[config.mk]
export PLATFORM = sky130hd
export DESIGN_NAME = conv_gpio_sequencer
export DESIGN_NICKNAME = d
export VERILOG_FILES = /design/src/rtl/conv_gpio_sequencer.sv
export SDC_FILE = /design/constraint.sdc
export NUM_CORES = 1
export LEC_CHECK = 0
export CAP_MARGIN = 20
export CORE_MARGIN = 8
export CORE_UTILIZATION = 40
export CTS_CLUSTER_SIZE = 10
export DETAILED_ROUTE_END_ITERATION = 8
export PLACE_DENSITY = 0.69
export SYNTH_ARGS = -nofsm -noshare
export SYNTH_HDL_FRONTEND = slang
export SYNTH_SLANG_ARGS = --single-unit
export TNS_END_PERCENT = 1
[constraint.sdc]
create_clock -name CLK100MHZ -period 2.7 [get_ports CLK100MHZ]
set_input_delay 0.54 -clock CLK100MHZ [delete_from_list [all_inputs] [get_ports CLK100MHZ]]
set_output_delay 0.54 -clock CLK100MHZ [all_outputs]
set_load 0.02 [all_outputs]
[src/rtl/conv_gpio_sequencer.sv]
// GPIO control-word sequencer for the convolution top level: reset pulse, three-memory
// image load from a handshaked pixel stream, then the convolution run with a timeout.
module conv_gpio_sequencer #(
    parameter int GPIO_D    = 32,
    parameter int RAM_WIDTH = 13,
    parameter int NB_IMAGE  = 10,
    parameter int RST_CYC   = 4,
    parameter int TIMEOUT   = 4096
) (
    input  logic                 CLK100MHZ,
    input  logic                 i_reset_n,
    input  logic                 i_start,
    input  logic [NB_IMAGE-1:0]  i_imgLength,
    input  logic [RAM_WIDTH-1:0] i_pix,
    input  logic                 i_pix_valid,
    output logic                 o_pix_ready,
    input  logic                 i_eop,
    input  logic [GPIO_D-1:0]    i_gpio_rd,
    output logic [GPIO_D-1:0]    o_gpio_word,
    output logic [RAM_WIDTH-1:0] o_result,
    output logic                 o_busy,
    output logic                 o_done,
    output logic                 o_err
);
    localparam int RCW = $clog2(RST_CYC + 1);
    localparam int TCW = $clog2(TIMEOUT + 1);

    localparam logic [7:0] RST_CONV  = 8'h01;
    localparam logic [7:0] K_I       = 8'h02;
    localparam logic [7:0] RST_FSM   = 8'h04;
    localparam logic [7:0] SOP       = 8'h08;
    localparam logic [7:0] VALID_FSM = 8'h10;
    localparam logic [7:0] LOAD      = 8'h80;

    typedef enum logic [2:0] {IDLE, RST, LD0, LD1, LD2, RUN_SOP, RUN, DONE} state_t;

    state_t               state, state_next;
    logic [NB_IMAGE-1:0]  length, length_next;
    logic [NB_IMAGE-1:0]  triple_cnt, triple_cnt_next;
    logic [RCW-1:0]       rst_cnt, rst_cnt_next;
    logic [TCW-1:0]       run_cnt, run_cnt_next;
    logic [GPIO_D-1:0]    word_next;
    logic [RAM_WIDTH-1:0] result_next;
    logic                 done_next, err_next;
    logic [1:0]           ld_sel;
    logic                 unused_rd;

    assign unused_rd = ^i_gpio_rd[GPIO_D-1:RAM_WIDTH];
    assign o_busy    = (state != IDLE);

    function automatic logic [GPIO_D-1:0] make_word(input logic [7:0] ctrl,
                                                    input logic [RAM_WIDTH-1:0] data);
        logic [GPIO_D-1:0] w;
        w                  = '0;
        w[7:0]             = ctrl;
        w[RAM_WIDTH+7:8]   = data;
        return w;
    endfunction

    always_ff @(posedge CLK100MHZ or negedge i_reset_n) begin
        if (!i_reset_n) begin
            state       <= IDLE;
            length      <= '0;
            triple_cnt  <= '0;
            rst_cnt     <= '0;
            run_cnt     <= '0;
            o_gpio_word <= '0;
            o_result    <= '0;
            o_done      <= 1'b0;
            o_err       <= 1'b0;
        end else begin
            state       <= state_next;
            length      <= length_next;
            triple_cnt  <= triple_cnt_next;
            rst_cnt     <= rst_cnt_next;
            run_cnt     <= run_cnt_next;
            o_gpio_word <= word_next;
            o_result    <= result_next;
            o_done      <= done_next;
            o_err       <= err_next;
        end
    end

    // The word computed here is registered, so it reaches the pins one cycle after the state.
    always_comb begin
        state_next      = state;
        length_next     = length;
        triple_cnt_next = triple_cnt;
        rst_cnt_next    = rst_cnt;
        run_cnt_next    = run_cnt;
        word_next       = '0;
        result_next     = o_result;
        done_next       = 1'b0;
        err_next        = 1'b0;
        o_pix_ready     = 1'b0;
        ld_sel          = 2'b00;

        case (state)
            IDLE: begin
                if (i_start) begin
                    if (i_imgLength == '0) begin
                        err_next = 1'b1;
                    end else begin
                        length_next     = i_imgLength;
                        triple_cnt_next = '0;
                        rst_cnt_next    = '0;
                        state_next      = RST;
                    end
                end
            end
            RST: begin
                word_next = make_word(RST_CONV | RST_FSM, RAM_WIDTH'(length));
                if (rst_cnt == RCW'(RST_CYC - 1)) state_next = LD0;
                else rst_cnt_next = rst_cnt + RCW'(1);
            end
            LD0, LD1, LD2: begin
                o_pix_ready = 1'b1;
                ld_sel = (state == LD0) ? 2'b01 : (state == LD1) ? 2'b10 : 2'b11;
                if (i_pix_valid) begin
                    word_next = make_word(LOAD | {1'b0, ld_sel, 5'b0} |
                                          ((state == LD2) ? VALID_FSM : 8'h00), i_pix);
                    case (state)
                        LD0: state_next = LD1;
                        LD1: state_next = LD2;
                        default: begin
                            triple_cnt_next = triple_cnt + NB_IMAGE'(1);
                            state_next = (triple_cnt == length - NB_IMAGE'(1)) ? RUN_SOP : LD0;
                        end
                    endcase
                end else if (o_gpio_word[7]) begin
                    // Stalls repeat the previous load word so the selected memory rewrites in place.
                    word_next = o_gpio_word & ~{{(GPIO_D-8){1'b0}}, VALID_FSM};
                end else begin
                    word_next = make_word(LOAD | {1'b0, ld_sel, 5'b0}, '0);
                end
            end
            RUN_SOP: begin
                word_next    = make_word(K_I | SOP | VALID_FSM, '0);
                run_cnt_next = '0;
                state_next   = RUN;
            end
            RUN: begin
                word_next = make_word(K_I | VALID_FSM, '0);
                if (i_eop) begin
                    result_next = i_gpio_rd[RAM_WIDTH-1:0];
                    done_next   = 1'b1;
                    state_next  = DONE;
                end else if (run_cnt == TCW'(TIMEOUT - 1)) begin
                    err_next   = 1'b1;
                    state_next = IDLE;
                end else begin
                    run_cnt_next = run_cnt + TCW'(1);
                end
            end
            DONE: state_next = IDLE;
            default: state_next = IDLE;
        endcase
    end
endmodule

==> flow_summary.json, run 1 <==
{
  "status": "complete, no violations",
  "path_buf_inv": 1,
  "dr.pass1.iters": 4,
  "worstPathArrival_ps": 2700,
  "reg2reg_from": "length[1]",
  "synthTopCellsByCount": "74 x dfrtp_1, 64 x nand2_1, 39 x nor2_1, 23 x inv_1, 18 x xor2_1",
  "maxSlewViolCount": 0,
  "post_cts_buffers": 0,
  "synth.most_common_cell": "dfrtp_1",
  "io_pins": 109,
  "numCtsBuffers": 9,
  "postSynthAreaPerCell_um2": 9.69,
  "synth_edf_count": 0,
  "fp-row-count": 35,
  "grt_max_degree": 32,
  "cts_tree": "done",
  "vias": 2973,
  "drive_gt1_frac": 0.101,
  "fp.dieArea_um2": 12700,
  "ys_seq_area_frac": 0.496,
  "required_ps": 2920,
  "hp-class": "primary input to asynchronous set/reset pin",
  "synth_top_area_share": 0.496,
  "synth_compound_gate_area_share": 0.107,
  "syn_area_um2": 3730,
  "startpoint_type": "register",
  "cts-htree-levels": 3,
  "ir_drop_v": 0.000664,
  "gpl.final_weighted_congestion": 0.770,
  "insertion_delay_ps": 340,
  "critPathTopFamily": "simple AND/OR/NAND/NOR gates",
  "track_usage": 0.144,
  "cpPeakStageDelay_ps": 440,
  "antenna_found_initial": 0,
  "ys_types": 51,
  "die_h_um": 113,
  "hold_viol_final": 0,
  "p_leak_uw": 0.00226,
  "cts_resized": 0,
  "globalRouteMet1Util": 0.186,
  "critPathCaptureType": "register",
  "synth_xor_area_frac": 0.0821,
  "syn2layout_area_growth_pct": 30.1,
  "clk_pin_slew_worst_paths_ps": 80,
  "grt_pass1_wl_um": 14900,
  "post_drt_wl_per_cell_um": 15.3,
  "port_buffers": 78,
  "synthMuxAreaShare": 0.0382,
  "worst_pin_slew_ps": 937,
  "fmaxAchievable_mhz": 404,
  "instances_no_fill": 585,
  "start_util": 0.408,
  "synth_top_area_cell": "dfrtp_1",
  "skew_ps": 9.23,
  "timing.hold.ws_ps": 140,
  "routed_via_density": 5.08,
  "critical_path.slowest_cell": "dfrtp_1",
  "path_class": "register to register",
  "finish.net_count": 535,
  "synthTopCellsByArea": "dfrtp_1 50%, nand2_1 6.4%, xor2_1 4.2%",
  "dp_cells": 570,
  "cts_max_path_buffers": 2,
  "relSlewSlack": 0.374,
  "routed_wl_um": 8950,
  "drt_iter0_markers": 180,
  "fill_cells": 784,
  "yosys_most_used_dff": "dfrtp_1",
  "grt_use_met3": 0.0574,
  "syn_inst": 385,
  "grt_pass1_vias": 2973,
  "synth-simple-area-share": 0.189,
  "final-setup-viol-count": 0,
  "antennaDiodeCount": 0,
  "synth_fa_ha_area_frac": 0.0168,
  "post-route-min-period_ps": 2480,
  "cp_max_fo": 5,
  "crit_path_cell_trace": "inv_1, ha_1, or3b_1, nor3_2, xnor2_1, a2111oi_2, nand4_1, a311o_1",
  "yosys_register_bits": 74,
  "grt_overflow": 0,
  "ctsHoldBuffers": 0,
  "core_area_um2": 9150,
  "post-route-period-util": 0.917,
  "cap_viol_max_count": 0,
  "busiest_layer": "met2",
  "post-dp-hpwl_um": 6670,
  "synth_top_family_by_area": "simple AND/OR/NAND/NOR gates",
  "die_w_um": 113,
  "post-route-drc-count": 0,
  "async_reset_ff_frac": 1.00,
  "crit_path_start": "length[1]",
  "cts.sinks": 74,
  "postRouteAntennaNets": 0,
  "cts-root-buf": "clkbuf_8",
  "tns_ps": 0,
  "yosys_warnings": 0,
  "power_density_nw_per_um2": 1030,
  "met2_usage": 0.215,
  "rsz0062_at_grt": "false"
}
==> report_power, final <==
part           internal (uW)  switching [uW]
sequential              1490             340
combinational           1100            1250
clock                    425             423
==> final timing paths <==
kind                                   endpoint  slack [ps]  cells past startpoint
worst max-delay path                   state[1]         220                      8
worst min-delay path            o_gpio_word[18]         140                      1
worst max register to register         state[1]         220                      8
worst min register to register      o_result[8]         470                      2
max in group asynchronous           run_cnt[12]        2030                      2
min in group CLK100MHZ              o_result[8]         470                      2
==> metal layers <==
metal | part of all wire | wire (um) | up-vias
met5 | 0 | 0 | -
met3 | 0.085 | 758 | 9
met2 | 0.45 | 4060 | 88
met1 | 0.45 | 4040 | 1429
met4 | 0.010 | 91 | 0
li1 | - | - | 1447
==> per-stage QoR <==
step                area (um2)  power [uW]   util  setup slack [ps]
floorplan                 3770        3250      -               514
global placement          4670        4130  0.510               228
detailed placement        4670        4200  0.510               159
CTS                       4860        5080  0.531               204
global route              4860        5370  0.531               111
finish                    4860        5030  0.531               223
==> flip-flops by register name, summed over array words and instances, names as in the netlist <==
| register | flops |
|---|---|
| state | 3 |
| run_cnt | 13 |
| o_gpio_word | 20 |
| rst_cnt | 3 |
| o_err | 1 |
| triple_cnt | 10 |
| o_done | 1 |
| o_result | 13 |
| length | 10 |
==> cell families after synthesis <==
group	Yosys count
AOI/OAI and AO/OA	50
buffers and inverters	54
other	1
xor gates and xnor gates	35
DFF	74
muxes	13
adders and majority gates	5
and+or+nand+nor	153
==> placed cells by master (no fill, tap or decap), types with 3 or more instances in the layout <==
cell             Yosys  final
xor2_1              18     18
dfrtp_1             74     74
o22ai_1              3      3
buf_4               12     15
a21o_1               3      3
nand3_1              9      9
nor2b_1              3      3
o21ai_0             11     11
a222oi_1            10     10
clkdlybuf4s50_1      0     77
mux2_2              10     10
a21oi_1              4      4
nand4_1              7      7
and2_1               5      5
nor3_1               7      7
mux2i_1              3      3
nor2_1              39     39
inv_1               23     23
nand2_1             64     64
a22o_1               4      4
nand2b_1             4      4
xnor2_1             17     17
ha_1                 5      5
conb_1               1     11
and3_1               5      5
clkbuf_8             0      9
==> cell type report <==
class / count / area (um2) / share of cell area
Multi-Input combinational cell: 267 / 1660 / 0.342
Tap cell: 111 / 139 / 0.0286
Clock inverter: 6 / 67.6 / 0.0139
Timing Repair Buffer: 95 / 928 / 0.191
Sequential cell: 74 / 1850 / 0.381
Clock buffer: 9 / 124 / 0.0255
Inverter: 23 / 86.3 / 0.0178
Note: power is estimated with default switching activity, not from simulation.
==> inputs of run 2 (changes only) <==
--- a/config.mk
+++ b/config.mk
@@ -8,9 +8,11 @@
 export CAP_MARGIN = 20
 export CORE_MARGIN = 8
 export CORE_UTILIZATION = 40
+export CTS_CLUSTER_DIAMETER = 200
 export CTS_CLUSTER_SIZE = 10
 export DETAILED_ROUTE_END_ITERATION = 8
 export PLACE_DENSITY = 0.69
+export SKIP_LAST_GASP = 1
 export SYNTH_ARGS = -nofsm -noshare
 export SYNTH_HDL_FRONTEND = slang
 export SYNTH_SLANG_ARGS = --single-unit
==> results of run 2 <==
Same layout as run 1: the final DEF is identical, and so are final timing and power.
